===== src/rtl/data_mem_responder.sv =====
// data_mem_responder: 128 x 32-bit data memory shared by a CPU port (SRAM-style,
// active-low controls) and a host/loader port that only gets a slot on cycles
// the CPU leaves free. Counts CPU reads and writes with saturating counters.
//
// Host handshake: host_ready is simply the inverse of CPU activity (CEN high).
// A host request is performed on a rising edge where host_valid and host_ready
// are both high; the requester keeps the request stable until that edge. A read
// returns data on host_rdata with a one-cycle host_rvalid pulse after the edge.
module data_mem_responder #(
    parameter int CNT_W = 16
) (
    input  logic             clk,
    input  logic             rst_n,
    input  logic             CEN,
    input  logic             WEN,
    input  logic [6:0]       A,
    input  logic [31:0]      D,
    input  logic             OEN,
    output logic [31:0]      Q,
    input  logic             host_valid,
    input  logic             host_we,
    input  logic [6:0]       host_addr,
    input  logic [31:0]      host_wdata,
    output logic             host_ready,
    output logic             host_rvalid,
    output logic [31:0]      host_rdata,
    output logic [CNT_W-1:0] rd_cnt,
    output logic [CNT_W-1:0] wr_cnt
);

    localparam logic [CNT_W-1:0] CNT_MAX = {CNT_W{1'b1}};

    // Storage is deliberately not reset: contents survive rst_n.
    logic [31:0] mem [128];

    logic             cpu_rd;
    logic             cpu_wr;
    logic             host_acc;
    logic             host_rd;
    logic             mem_we;
    logic [6:0]       mem_waddr;
    logic [31:0]      mem_wdata;

    logic [31:0]      cpu_rdata_q;
    logic [31:0]      host_rdata_q;
    logic             host_rvalid_q;
    logic [CNT_W-1:0] rd_cnt_q;
    logic [CNT_W-1:0] rd_cnt_d;
    logic [CNT_W-1:0] wr_cnt_q;
    logic [CNT_W-1:0] wr_cnt_d;

    // Decode who owns the single memory slot this cycle; the CPU always wins.
    always_comb begin
        cpu_rd    = ~CEN & WEN;
        cpu_wr    = ~CEN & ~WEN;
        host_acc  = host_valid & CEN;
        host_rd   = host_acc & ~host_we;
        mem_we    = cpu_wr | (host_acc & host_we);
        mem_waddr = cpu_wr ? A : host_addr;
        mem_wdata = cpu_wr ? D : host_wdata;
    end

    // Saturating next-state values for the access counters.
    always_comb begin
        rd_cnt_d = rd_cnt_q;
        wr_cnt_d = wr_cnt_q;
        if (cpu_rd && (rd_cnt_q != CNT_MAX)) begin
            rd_cnt_d = rd_cnt_q + 1'b1;
        end
        if (cpu_wr && (wr_cnt_q != CNT_MAX)) begin
            wr_cnt_d = wr_cnt_q + 1'b1;
        end
    end

    // Memory write port; edges taken while in reset are ignored, contents kept.
    always_ff @(posedge clk or negedge rst_n) begin
        if (!rst_n) begin
            // hold contents
        end else if (mem_we) begin
            mem[mem_waddr] <= mem_wdata;
        end
    end

    // Read registers, host read-valid pulse and counters.
    always_ff @(posedge clk or negedge rst_n) begin
        if (!rst_n) begin
            cpu_rdata_q   <= '0;
            host_rdata_q  <= '0;
            host_rvalid_q <= 1'b0;
            rd_cnt_q      <= '0;
            wr_cnt_q      <= '0;
        end else begin
            host_rvalid_q <= host_rd;
            if (cpu_rd) begin
                cpu_rdata_q <= mem[A];
            end
            if (host_rd) begin
                host_rdata_q <= mem[host_addr];
            end
            rd_cnt_q <= rd_cnt_d;
            wr_cnt_q <= wr_cnt_d;
        end
    end

    // Output enable only masks the data bus; it never gates the access.
    always_comb begin
        Q           = OEN ? 32'h0 : cpu_rdata_q;
        host_ready  = CEN;
        host_rvalid = host_rvalid_q;
        host_rdata  = host_rdata_q;
        rd_cnt      = rd_cnt_q;
        wr_cnt      = wr_cnt_q;
    end

endmodule


===== config.mk =====
export PLATFORM = sky130hd
export DESIGN_NAME = data_mem_responder
export DESIGN_NICKNAME = d
export VERILOG_FILES = /design/src/rtl/data_mem_responder.sv
export SDC_FILE = /design/constraint.sdc
export NUM_CORES = 2
export LEC_CHECK = 0
export BUFFER_PORTS_ARGS = -buffer_cell sky130_fd_sc_hd__buf_2
export CORE_MARGIN = 2
export CORE_UTILIZATION = 40
export DETAILED_ROUTE_END_ITERATION = 16
export GPL_ROUTABILITY_DRIVEN = 0
export MAX_ROUTING_LAYER = met4
export PLACE_DENSITY = 0.54
export SYNTH_ARGS = -nofsm -noshare
export SYNTH_HDL_FRONTEND = slang
export SYNTH_SLANG_ARGS = --single-unit

===== constraint.sdc =====
create_clock -name clk -period 1.8 [get_ports clk]
set_input_delay 0.45 -clock clk [delete_from_list [all_inputs] [get_ports clk]]
set_output_delay 0.45 -clock clk [all_outputs]
set_load 0.1 [all_outputs]

==> impl_metrics.tcl <==
set metrics [dict create \
    clk_pin_slew_ns 0.06 \
    cts_tree "yes" \
    synth_seq_cells 4193 \
    rows 257 \
    finalHoldViolCount 3 \
    antenna_found_initial 41 \
    crit_required_ns 1.35 \
    ir_drop_mv 1.21 \
    yosys_warnings 0 \
    drt-total-wl_um 826000 \
    die_y_um 704 \
    endpoint_kind "output port" \
    synthArstFlopShare 0.0231 \
    coreArea_um2 489000 \
    leakage_nw 88.0 \
    grt_overflow 0 \
    slew_headroom 0.288 \
    design.die.area_um2 496000 \
    place_ws_ns -2.15 \
    critPathKind "flop to output port" \
    maxSlewViolCount 0 \
    io_buffers 182 \
    drcViolationCount 0 \
    finalCriticalPeriod_ns 2.64 \
    first_iter_violations 19600 \
    final_cell_mix "4,096 x edfxtp_1, 1,781 x mux2i_1, 1,719 x buf_4" \
    die_w_um 704 \
    synth_cell_types 51 \
    synth_cells 11600 \
    hpwl_um 567000 \
    clock_latency_ns 1.07 \
    wl_per_cell_um 39.6 \
    cts-root-buf "clkbuf_16" \
    cts_buffer_depth 4 \
    grt_max_degree 66 \
    syn_avg_cell_area_um2 16.9 \
    setup_ws_ns -0.837 \
    avgViaCountPerCell 6.53 \
    initial_utilization 0.401 \
    fmax_ghz 0.379 \
    synth_edf_count 4096 \
    layout_commonest_cell "edfxtp_1" \
    synth-main-ff-cell "edfxtp_1" \
    cap_violations 0 \
    grt_pass1_wl_um 1110000 \
    hp-class "input pin to flop" \
    critPathMaxFanout 2 \
    grt_setup_unrepaired "yes" \
    clock-sinks 4193 \
    tns_ns -141.13 \
    status "finished with violations" \
    synthToLayoutAreaGrowth_pct 29.5 \
    firstDrtPassIters 9 \
    grtUsageTotal 0.330 \
    ios 183 \
    htree_levels 5 \
    critPathLaunchType "flop" \
    netlist_area_um2 196000 \
    grt_pass1_vias 135000 \
    finClkSkew_ns 0.0779 \
    drive_gt1_frac 0.403 \
    yosysSeqAreaShare 0.639 \
    tightest_slew_ns 1.06 \
    cts_buffers 454 \
    finalSetupViolations 1687 \
    synthesis.nets 11700 \
    num-nets-final 14100 \
    whs_ns -0.00499 \
    crit_arrival_ns 2.19 \
    post-route-period-util 1.46 \
    power_density_nw_per_um2 938 \
    vias 136000 \
    ant_nets 0 \
    violations "hold timing, setup timing" \
]
## metrics by stage
step | area (µm²) | power, mW | hold WS [ns] | std cells | util
after floorplan | 197000 | 126 | 0.154 | 11600 | -
after global placement | 231000 | 141 | 0.464 | 19800 | 0.472
after detailed placement | 231000 | 142 | 0.461 | 19800 | 0.472
after CTS | 251000 | 237 | 0.00136 | 20700 | 0.514
after global routing | 254000 | 243 | -0.000243 | 20900 | 0.520
final | 254000 | 238 | -0.00499 | 20900 | 0.520
## flip-flops by register name (all words and copies together) (netlist names)
signal / count
cpu_rdata_q: 32
host_rdata: 32
host_rvalid: 1
mem: 4096
rd_cnt: 16
wr_cnt: 16
## cell families (layout without fill, tap and decap cells)
kind of cell               count (synthesis)  in the layout  share of synthesized area
adders and majority gates                  2              2                   0.000128
DFF                                     4193           4193                      0.639
xor gates and xnor gates                  30             30                    0.00134
AOI/OAI and AO/OA                       1927           1927                     0.0684
and+or+nand+nor                         1320           1320                     0.0307
muxes                                   3186           3186                      0.235
buffers and inverters                    960           3728                     0.0257
other                                      0             21                          0
## Yosys cell counts (10+ instances only)
cell       count  share of area
a211o_1       65         0.0029
a211oi_1     146         0.0056
a21oi_1      264         0.0067
a22oi_1      242         0.0093
a31oi_1      129         0.0041
and2_1       136         0.0043
buf_1         59         0.0011
buf_2        253         0.0065
buf_4        134         0.0051
buf_6         77         0.0044
clkbuf_1     425         0.0081
dfrtp_1       97          0.012
edfxtp_1    4096           0.63
mux2_2       279          0.016
mux2i_1     1805          0.092
mux4_2      1102           0.13
nand2_1      411         0.0079
nand2b_1      18        0.00057
nand3_1       75         0.0019
nand4_1       10        0.00032
nor2_1       297         0.0057
nor2b_1       43         0.0014
nor3_1       304         0.0078
o2111ai_1     64         0.0029
o21ai_0       43         0.0011
o221a_2       64         0.0037
o221ai_1     149         0.0067
o22ai_1      640          0.020
o31ai_1       39         0.0015
o32ai_1       43         0.0019
o41ai_1       28         0.0012
xnor2_1       23         0.0010
## area by class of cell
type | instances | area (µm²)
Sequential cell | 4193 | 125000
Tap cell | 6475 | 8100
Multi-Input combinational cell | 6465 | 71900
Inverter | 9 | 48.8
Antenna cell | 21 | 52.6
Timing Repair Buffer | 2882 | 33700
Fill cell | 38900 | 235000
Clock buffer | 567 | 12100
Clock inverter | 270 | 2790
## routing by layer
layer,up-vias,part of all wire,GRT usage,wire (µm)
met5,-,0,-,0
met4,0,0.063,0.164,52100
met3,1798,0.13,0.0893,103000
met2,9317,0.44,0.478,360000
met1,71800,0.38,0.430,311000
li1,53400,-,-,-
## critical path: stages, from the launching register on
cell and delay, ns:
dfrtp_2 0.57, nor2b_4 0.23, buf_6 0.14, buf_12 0.17
## path summary, 6_finish.rpt
kind                                  from               to  slack, ns  cells after the start
max                        cpu_rdata_q[19]            Q[19]      -0.84                      3
min                         host_wdata[23]     mem[127][23]     -0.005                      4
max reg2reg                    mem[87][15]  cpu_rdata_q[15]      -0.50                      8
min reg2reg                 cpu_rdata_q[3]   cpu_rdata_q[3]       0.49                      2
max in group asynchronous            rst_n  cpu_rdata_q[17]       0.17                      4
min in group asynchronous            rst_n        wr_cnt[0]       0.10                      3
## power breakdown
group	leakage, nW	internal, mW	switching (mW)	total (mW)
Combinational	43.7	13.1	20.8	33.9
Sequential	37.0	109	1.13	110
Clock	7.30	53.9	40.7	94.6
Total	88.0	176	62.6	238
## what timing repair did
item,4_1_cts,5_1_grt
resized for setup,911,267
endpoints found under the setup margin,1980,940
pin swaps,208,149
endpoints found under the hold margin,233,12
gates cloned,6,26
hold buffers,44,2
buffers inserted,81,113
(Power assumes the default switching activity.)
